===== config.mk =====
export PLATFORM = sky130hd
export DESIGN_NAME = wb_arbiter_flat
export DESIGN_NICKNAME = d
export VERILOG_FILES = /design/src/rtl/wb_arbiter_if.sv /design/src/rtl/wb_arbiter.sv /design/src/flat_wrapper.sv
export SDC_FILE = /design/constraint.sdc
export NUM_CORES = 1
export LEC_CHECK = 0
export CAP_MARGIN = 20
export CORE_ASPECT_RATIO = 1.5
export CORE_MARGIN = 3
export CORE_UTILIZATION = 53
export DETAILED_ROUTE_END_ITERATION = 10
export MAX_ROUTING_LAYER = met4
export PLACE_DENSITY = 0.79
export SLEW_MARGIN = 0
export SYNTH_ARGS = -nofsm -noshare
export SYNTH_HDL_FRONTEND = slang
export SYNTH_SLANG_ARGS = --single-unit

===== constraint.sdc =====
create_clock -name i_clk -period 2.93 [get_ports i_clk]
set_clock_uncertainty 0.1 [all_clocks]
set_input_delay 0.586 -clock i_clk [delete_from_list [all_inputs] [get_ports i_clk]]
set_output_delay 0.586 -clock i_clk [all_outputs]
set_load 0.01 [all_outputs]

===== src/rtl/wb_arbiter_if.sv =====
// rtl/wb_arbiter_if.sv - write-back arbiter bus bundle
//
// Purpose: groups the two producer streams (EXE results, memory loads) and
//          the register-file write port of wb_arbiter into one interface.
// Modports:
//   master - producer / register-file side: drives exe_* and mem_* offers,
//            observes readies, write-back outputs and fifo_count.
//   slave  - the arbiter itself.
// Signals:
//   exe_valid/exe_ready/exe_dest[3:0]/exe_result[31:0]   EXE result stream
//   mem_valid/mem_ready/mem_dest[3:0]/mem_result[31:0]   load response stream
//   write_back_en, dest_wb[3:0], result_wb[31:0]         registered write port
//   fifo_count[$clog2(FIFO_DEPTH):0]                     EXE FIFO occupancy
//   pend_mask[15:0]   only when WB_PEND_MASK_EN is defined
// Optional feature macro: WB_PEND_MASK_EN

interface wb_arbiter_if #(
  parameter int FIFO_DEPTH = 4
);
  localparam int CW = $clog2(FIFO_DEPTH) + 1;

  logic          exe_valid;
  logic          exe_ready;
  logic [3:0]    exe_dest;
  logic [31:0]   exe_result;
  logic          mem_valid;
  logic          mem_ready;
  logic [3:0]    mem_dest;
  logic [31:0]   mem_result;
  logic          write_back_en;
  logic [3:0]    dest_wb;
  logic [31:0]   result_wb;
  logic [CW-1:0] fifo_count;
`ifdef WB_PEND_MASK_EN
  logic [15:0]   pend_mask;

  modport master (
    output exe_valid, exe_dest, exe_result, mem_valid, mem_dest, mem_result,
    input  exe_ready, mem_ready, write_back_en, dest_wb, result_wb, fifo_count,
    input  pend_mask
  );

  modport slave (
    input  exe_valid, exe_dest, exe_result, mem_valid, mem_dest, mem_result,
    output exe_ready, mem_ready, write_back_en, dest_wb, result_wb, fifo_count,
    output pend_mask
  );
`else
  modport master (
    output exe_valid, exe_dest, exe_result, mem_valid, mem_dest, mem_result,
    input  exe_ready, mem_ready, write_back_en, dest_wb, result_wb, fifo_count
  );

  modport slave (
    input  exe_valid, exe_dest, exe_result, mem_valid, mem_dest, mem_result,
    output exe_ready, mem_ready, write_back_en, dest_wb, result_wb, fifo_count
  );
`endif

endinterface


===== src/rtl/wb_arbiter.sv =====
// rtl/wb_arbiter.sv - register-file write-back arbiter (EXE FIFO + mem priority)
//
// Purpose: merges the EXE result stream (buffered in a FIFO_DEPTH-entry FIFO)
//          and the memory-load stream onto the single register-file write port.
//          Loads win, except that after STARVE_LIMIT consecutive load grants
//          with EXE work waiting, one FIFO grant is forced.
// Ports:
//   i_clk  - clock, all state on rising edge
//   i_rst  - synchronous active-high reset
//   bus    - wb_arbiter_if.slave (streams, write port, fifo_count, pend_mask)
// Optional feature macro: WB_PEND_MASK_EN (adds bus.pend_mask hazard mask)

module wb_arbiter #(
  parameter int FIFO_DEPTH   = 4,
  parameter int STARVE_LIMIT = 3
) (
  input  logic          i_clk,
  input  logic          i_rst,
  wb_arbiter_if.slave   bus
);

  localparam int AW = $clog2(FIFO_DEPTH);
  localparam int CW = AW + 1;

  logic [3:0]    r_fifo_dest [FIFO_DEPTH];
  logic [31:0]   r_fifo_data [FIFO_DEPTH];
  logic [AW-1:0] r_wr_ptr;
  logic [AW-1:0] r_rd_ptr;
  logic [CW-1:0] r_count;
  logic [3:0]    r_starve;
  logic          r_wb_en;
  logic [3:0]    r_dest_wb;
  logic [31:0]   r_result_wb;

  logic w_empty;
  logic w_full;
  logic w_force;
  logic w_push;
  logic w_grant_mem;
  logic w_grant_fifo;

  assign w_empty = (r_count == '0);
  assign w_full  = (r_count == CW'(FIFO_DEPTH));
  assign w_force = (r_starve == 4'(STARVE_LIMIT)) && !w_empty;

  // Readies are held low through reset so no handshake completes on a reset edge.
  assign bus.exe_ready = !i_rst && !w_full;
  assign bus.mem_ready = !i_rst && !w_force;

  assign w_push       = bus.exe_valid && bus.exe_ready;
  assign w_grant_mem  = !i_rst && bus.mem_valid && !w_force;
  // Grant looks only at current occupancy, so a same-cycle push into an
  // empty FIFO is not eligible until the next cycle.
  assign w_grant_fifo = !i_rst && !w_grant_mem && !w_empty;

  // FIFO storage: no reset needed, validity is tracked by r_count.
  always_ff @(posedge i_clk) begin
    if (w_push) begin
      r_fifo_dest[r_wr_ptr] <= bus.exe_dest;
      r_fifo_data[r_wr_ptr] <= bus.exe_result;
    end
  end

  always_ff @(posedge i_clk) begin
    if (i_rst) begin
      r_wr_ptr    <= '0;
      r_rd_ptr    <= '0;
      r_count     <= '0;
      r_starve    <= '0;
      r_wb_en     <= 1'b0;
      r_dest_wb   <= '0;
      r_result_wb <= '0;
    end else begin
      if (w_push) begin
        r_wr_ptr <= r_wr_ptr + AW'(1);
      end
      if (w_grant_fifo) begin
        r_rd_ptr <= r_rd_ptr + AW'(1);
      end
      case ({w_push, w_grant_fifo})
        2'b10:   r_count <= r_count + CW'(1);
        2'b01:   r_count <= r_count - CW'(1);
        default: r_count <= r_count;
      endcase

      // Counts load grants only while EXE work is actually waiting.
      if (w_empty || w_grant_fifo) begin
        r_starve <= '0;
      end else if (w_grant_mem && (r_starve != 4'(STARVE_LIMIT))) begin
        r_starve <= r_starve + 4'd1;
      end

      r_wb_en <= w_grant_mem || w_grant_fifo;
      if (w_grant_mem) begin
        r_dest_wb   <= bus.mem_dest;
        r_result_wb <= bus.mem_result;
      end else if (w_grant_fifo) begin
        r_dest_wb   <= r_fifo_dest[r_rd_ptr];
        r_result_wb <= r_fifo_data[r_rd_ptr];
      end
    end
  end

  assign bus.write_back_en = r_wb_en;
  assign bus.dest_wb       = r_dest_wb;
  assign bus.result_wb     = r_result_wb;
  assign bus.fifo_count    = r_count;

`ifdef WB_PEND_MASK_EN
  logic [15:0] w_pend_mask;

  // Walk occupied slots by offset from the read pointer; the slot index wraps
  // naturally in AW bits.
  always_comb begin
    w_pend_mask = '0;
    for (int k = 0; k < FIFO_DEPTH; k++) begin
      if (CW'(k) < r_count) begin
        w_pend_mask[r_fifo_dest[r_rd_ptr + AW'(k)]] = 1'b1;
      end
    end
    if (r_wb_en) begin
      w_pend_mask[r_dest_wb] = 1'b1;
    end
  end

  assign bus.pend_mask = w_pend_mask;
`endif

endmodule


===== src/flat_wrapper.sv =====
// flat-port wrapper written by rule: the top's interface ports become plain ports
module wb_arbiter_flat 
#(
  parameter int FIFO_DEPTH   = 4,
  parameter int STARVE_LIMIT = 3
)
  (i_clk, i_rst, bus_exe_valid, bus_exe_dest, bus_exe_result, bus_mem_valid, bus_mem_dest, bus_mem_result, bus_exe_ready, bus_mem_ready, bus_write_back_en, bus_dest_wb, bus_result_wb, bus_fifo_count);
  wb_arbiter_if #(.FIFO_DEPTH(FIFO_DEPTH)) bus_i ();
  input  logic i_clk;
  input  logic i_rst;
  input wire logic [$bits(bus_i.exe_valid)-1:0] bus_exe_valid;
  input wire logic [$bits(bus_i.exe_dest)-1:0] bus_exe_dest;
  input wire logic [$bits(bus_i.exe_result)-1:0] bus_exe_result;
  input wire logic [$bits(bus_i.mem_valid)-1:0] bus_mem_valid;
  input wire logic [$bits(bus_i.mem_dest)-1:0] bus_mem_dest;
  input wire logic [$bits(bus_i.mem_result)-1:0] bus_mem_result;
  output wire logic [$bits(bus_i.exe_ready)-1:0] bus_exe_ready;
  output wire logic [$bits(bus_i.mem_ready)-1:0] bus_mem_ready;
  output wire logic [$bits(bus_i.write_back_en)-1:0] bus_write_back_en;
  output wire logic [$bits(bus_i.dest_wb)-1:0] bus_dest_wb;
  output wire logic [$bits(bus_i.result_wb)-1:0] bus_result_wb;
  output wire logic [$bits(bus_i.fifo_count)-1:0] bus_fifo_count;
  assign bus_i.exe_valid = bus_exe_valid;
  assign bus_i.exe_dest = bus_exe_dest;
  assign bus_i.exe_result = bus_exe_result;
  assign bus_i.mem_valid = bus_mem_valid;
  assign bus_i.mem_dest = bus_mem_dest;
  assign bus_i.mem_result = bus_mem_result;
  assign bus_exe_ready = bus_i.exe_ready;
  assign bus_mem_ready = bus_i.mem_ready;
  assign bus_write_back_en = bus_i.write_back_en;
  assign bus_dest_wb = bus_i.dest_wb;
  assign bus_result_wb = bus_i.result_wb;
  assign bus_fifo_count = bus_i.fifo_count;
  wb_arbiter #(.FIFO_DEPTH(FIFO_DEPTH), .STARVE_LIMIT(STARVE_LIMIT)) u_core (.i_clk(i_clk), .i_rst(i_rst), .bus(bus_i));
endmodule

# == Yosys cells after proc, flatten, opt, wreduce, memory -nomap -nowiden ==
# Memory sizes are Yosys's and may differ from the RTL's. A register that Yosys moved wholly into a read port is not among the register bits.
# Index checks and enable logic that the tools add are counted.
# totals
memories,2
word_cells,50
ramBits,144
ff_bits,48
out_inout_bits,42
inputBits,76
# op_classes
n_mux,11
n_reduce_logical,20
add_sub_neg,5
n_eq_ne,5
# mem_list
memory,words,word_bits,rd,rd_clocked_by_memory_dff,wr,line_no,text
u_core.r_fifo_data,4,32,1,1,1,wb_arbiter.sv:26,logic [31:0] r_fifo_data [FIFO_DEPTH];
u_core.r_fifo_dest,4,4,1,1,1,wb_arbiter.sv:25,logic [3:0] r_fifo_dest [FIFO_DEPTH];
# ops
operator,n
$mux 32,2
$logic_and 1x1->1,9
$mux 2,4
$mux 4,2
$pmux 3 s2,1
$logic_not 1->1,5
$add 2x1->2 const B,2
$add 4x1->4 const B,1
$eq 4x2->1 const B,1
$ne 4x2->1 const B,1
$reduce_bool 2->1,2
$add 3x1->3 const B,1
$eq 3x3->1 const B,1
$logic_not 3->1,1
$sub 3x1->3 const B,1
$eq 2x1->1 const B,1
$eq 2x2->1 const B,1
$logic_or 1x1->1,2
$mux 1,2
$reduce_or 2->1,1

# == Depth between registers and ports, before layout ==
# depth
ltp_word,10
mapped_depth,10
mapped_depth_nobuf,10

# == Worst setup path after synthesis ==
# No wires, ideal clock.
# synth_timing
kind,in2reg
from,in i_rst
to,"mem u_core.r_fifo_data[1][0], enable pin"
required_ns,2.433
path_buffers,1
slack_ns,0.220
setup_ns,0.397
arrival_ns,2.213
path_stages,3
path_cell_list,clkbuf_1 -> a211oi_1 -> and2_1
# synth_between
elab_chain_cells,5
# synth_lines
item,line_no,text
start: declaration,flat_wrapper.sv:10,input logic i_rst;
$logic_not 1->1,wb_arbiter.sv:47,assign bus.exe_ready = !i_rst && !w_full;
$logic_and 1x1->1,wb_arbiter.sv:47,
$logic_and 1x1->1,wb_arbiter.sv:50,assign w_push = bus.exe_valid && bus.exe_ready;
$mux 1,wb_arbiter.sv:58,if (w_push) begin
$mux 1 (implied by the code),wb_arbiter.sv:60,r_fifo_data[r_wr_ptr] <= bus.exe_result;
end: declaration,wb_arbiter.sv:26,
# No other way between the ends.

# == Worst setup path in the final report ==
# layout_timing
from,"reg u_core.r_count[0], in the netlist u_core.bus.fifo_count[0]"
to,out bus_mem_ready
# layout_between
elab_chain_cells,5
# layout_lines
item,line_no,text
start: declaration,wb_arbiter.sv:29,logic [CW-1:0] r_count;
start signal: assignment,wb_arbiter.sv:81,2'b10: r_count <= r_count + CW'(1);
start signal: assignment,wb_arbiter.sv:82,2'b01: r_count <= r_count - CW'(1);
start signal: assignment,wb_arbiter.sv:83,default: r_count <= r_count;
$logic_not 3->1,wb_arbiter.sv:42,assign w_empty = (r_count == '0);
$logic_not 1->1,wb_arbiter.sv:44,assign w_force = (r_starve == 4'(STARVE_LIMIT)) && !w_empty;
$logic_and 1x1->1,wb_arbiter.sv:44,
$logic_not 1->1,wb_arbiter.sv:48,assign bus.mem_ready = !i_rst && !w_force;
$logic_and 1x1->1,wb_arbiter.sv:48,
end: declaration,flat_wrapper.sv:18,output wire logic [$bits(bus_i.mem_ready)-1:0] bus_mem_ready;
# No other way between the ends.

==> impl_metrics.toml <==
[status]
status = "finished, final reports clean"

[floorplanning]
num_rows = 52
design.die.area_sq_um = 15800
fp.dieW_um = 104
io_pins = 118
initial_core_util_pct = 55.3
die_h_um = 153
core_region_area_sq_um = 13700

[critical_path]
cp-start-kind = "flop"
cp_max_fo = 8
critPathRequiredTime_ns = 2.24
crit_type = "reg -> out"
worst_setup_path_end_kind = "output port"
crit_arrival_ns = 2.07

[detailed_routing]
wl_per_cell_um = 19.2
drc = 0
via_per_inst = 5.56
antenna_left = 0
wirelength_mm = 15.3
vias = 4422
drt_pass1_iterations = 4
drt_iter0_markers = 219

[cts]
clkTransAtPathRegs_ns = 0.07
post_cts_resized = 0
cts_tree = "yes"
cts_setup_buffers = 0
hold_buffers = 0
cts_made_buffers = 17
cts.path.max_buffers = 2
clockRootBuffer = "clkbuf_16"
clkSinkCount = 194
worst_skew_pair.late_latency_ns = 0.42
htreeDepth = 4

[timing]
setup_slack_ns = 0.171
worst_pin_slew_ns = 0.544
period_share_pct = 94.2
relSlewSlack_pct = 63.7
rsz0062_at_grt = "false"
setup_viol = 0
fmaxAchievable_mhz = 362
period_needed_ns = 2.76
setup_tns_ns = 0
slew_viol_final = 0
final_hold_viol_count = 0

[power_and_ir_drop]
vdd_drop_max_v = 0.000535
power_leakage_nw = 3.28
power.density_nw_per_um2 = 657

[place]
gp_congestion = 0.790
dp_hpwl_mm = 10.2
place_ws_ns = 0.114
io_buffer_count = 117

[yosys]
syn_nets = 547
synth_cells = 464
yosysUniqueCellTypes = 34
ys_ff_latch = 194
yosysWarnings = 0
synth_area_sq_um = 7590
ys_seq_area_share_pct = 70.2
avgSynthCellArea_sq_um = 16.4

[cells_and_area]
drive_above_1_share_pct = 22.1
post-route-util_pct = 71.0
fin_nets = 677
areaGrowthSynthToFinish_pct = 28.4
multiInputGateArea_sq_um = 2080
seq_area_sq_um = 5330
fill_cells = 860
num_antenna_cells = 0

[global_routing]
grt_use_met2_pct = 35.2
grt_antenna_before_repair = 0
grt_pass1_wl_mm = 24.8
use_met1_pct = 23.6
grt_pass1_vias = 4824
grtUsageTotal_pct = 20.7
busiest_layer = "met2"
grt_max_degree = 33
grt_use_met3_pct = 5.00
grt_overflow_total = 0

[min_path]
hold_path_class = "reg -> reg"

[job]
cap_violations = 0
==> kinds of logic after synthesis <==
logic type / share of synthesized area, %
multiplexers: 10.7
AND/OR/NAND/NOR: 5.59
adder cells (fa/ha/maj): 1.25
flip-flops: 70.2
XOR/XNOR: 0.693
AO/OA/AOI/OAI: 9.14
buffers and inverters: 2.46
==> cells in the mapped netlist, drive strengths merged <==
library cell    n  area (sq um)
fa              1          20.0
nand2          38           143
nand3           1          5.00
nand3b          1          7.51
o211ai          1          7.51
or3             2          12.5
ha              6          75.1
a211o           1          8.76
a21oi          41           213
edfxtp        144          4320
o31ai           1          7.51
xnor2           1          8.76
buf            16           104
clkbuf         13          52.6
inv             8          30.0
nor3b           2          20.0
nor2           48           188
nor3            1          5.00
a21boi          1          18.8
mux4           36           811
nor2b           1          6.26
and2            4          25.0
xor2            5          43.8
dfxtp          50          1000
nand2b          2          12.5
a211oi         37           428
o21ai           2          10.0
==> through the flow <==
step	instances	total power, mW	hold WS (ns)	area (sq um)
finish	796	6.40	0.374	9740
CTS	796	6.44	0.370	9740
floorplan	464	3.79	0.331	7590
detailed placement	764	4.24	0.360	9170
global route	796	6.63	0.394	9740
global placement	764	4.21	0.338	9170
==> per-layer routing <==
| layer | wire (um) | up-vias | share of wire [%] |
|---|---|---|---|
| li1 | - | 2037 | - |
| met1 | 5880 | 2223 | 38 |
| met2 | 8260 | 133 | 54 |
| met3 | 735 | 29 | 4.8 |
| met4 | 408 | 0 | 2.7 |
| met5 | 0 | - | 0 |
==> final cells by class <==
class | count | area share, %
clock buffer | 17 | 4.37
clock inverter | 15 | 1.53
timing repair buffer | 140 | 15.3
inverter | 8 | 0.308
multi-input combinational | 233 | 21.4
tap | 189 | 2.43
sequential | 194 | 54.7
==> flip-flops by register name, indices dropped and copies added (netlist names), named ones only <==
signal                    flops
u_core.bus.dest_wb            4
u_core.bus.fifo_count         3
u_core.r_fifo_dest           16
u_core.r_fifo_data          128
u_core.r_wr_ptr               2
u_core.r_starve               4
u_core.bus.write_back_en      1
u_core.r_rd_ptr               2
u_core.bus.result_wb         32
==> worst max-delay path, cell delays in order, from the launching register on <==
cell             delay [ns]
dfxtp_1                0.35
or3_1                  0.55
a21oi_1                0.19
clkdlybuf4s50_1        0.56
==> power by group <==
group | switching, mW | total [mW] | internal (mW)
sequential | 0.0851 | 3.18 | 3.10
combinational | 0.465 | 0.992 | 0.527
clock | 1.02 | 2.22 | 1.20
total | 1.57 | 6.40 | 4.83
==> cell usage in the layout (no fill, tap or decap), drive strengths merged, types with 3 or more instances in the layout <==
| master | count |
|---|---|
| clkbuf | 17 |
| a211oi | 37 |
| inv | 15 |
| ha | 6 |
| nor2 | 48 |
| mux4 | 36 |
| clkinv | 4 |
| and2 | 4 |
| dfxtp | 50 |
| edfxtp | 144 |
| clkinvlp | 3 |
| a21oi | 41 |
| nand2 | 38 |
| buf | 24 |
| clkdlybuf4s50 | 116 |
| xor2 | 5 |
==> worst paths after layout <==
kind,from,endpoint,slack (ns),depth (start not counted)
hold / removal,u_core.r_starve[0]$_SDFFE_PP0P_,u_core.r_starve[0]$_SDFFE_PP0P_,0.37,1
setup reg to reg,u_core.bus.fifo_count[0]$_SDFFE_PP0P_,u_core.bus.fifo_count[2]$_SDFFE_PP0P_,0.43,9
setup / recovery,u_core.bus.fifo_count[0]$_SDFFE_PP0P_,bus_mem_ready,0.17,3
hold reg to reg,u_core.r_starve[0]$_SDFFE_PP0P_,u_core.r_starve[0]$_SDFFE_PP0P_,0.37,1
Power figures use the tool's default switching activity.
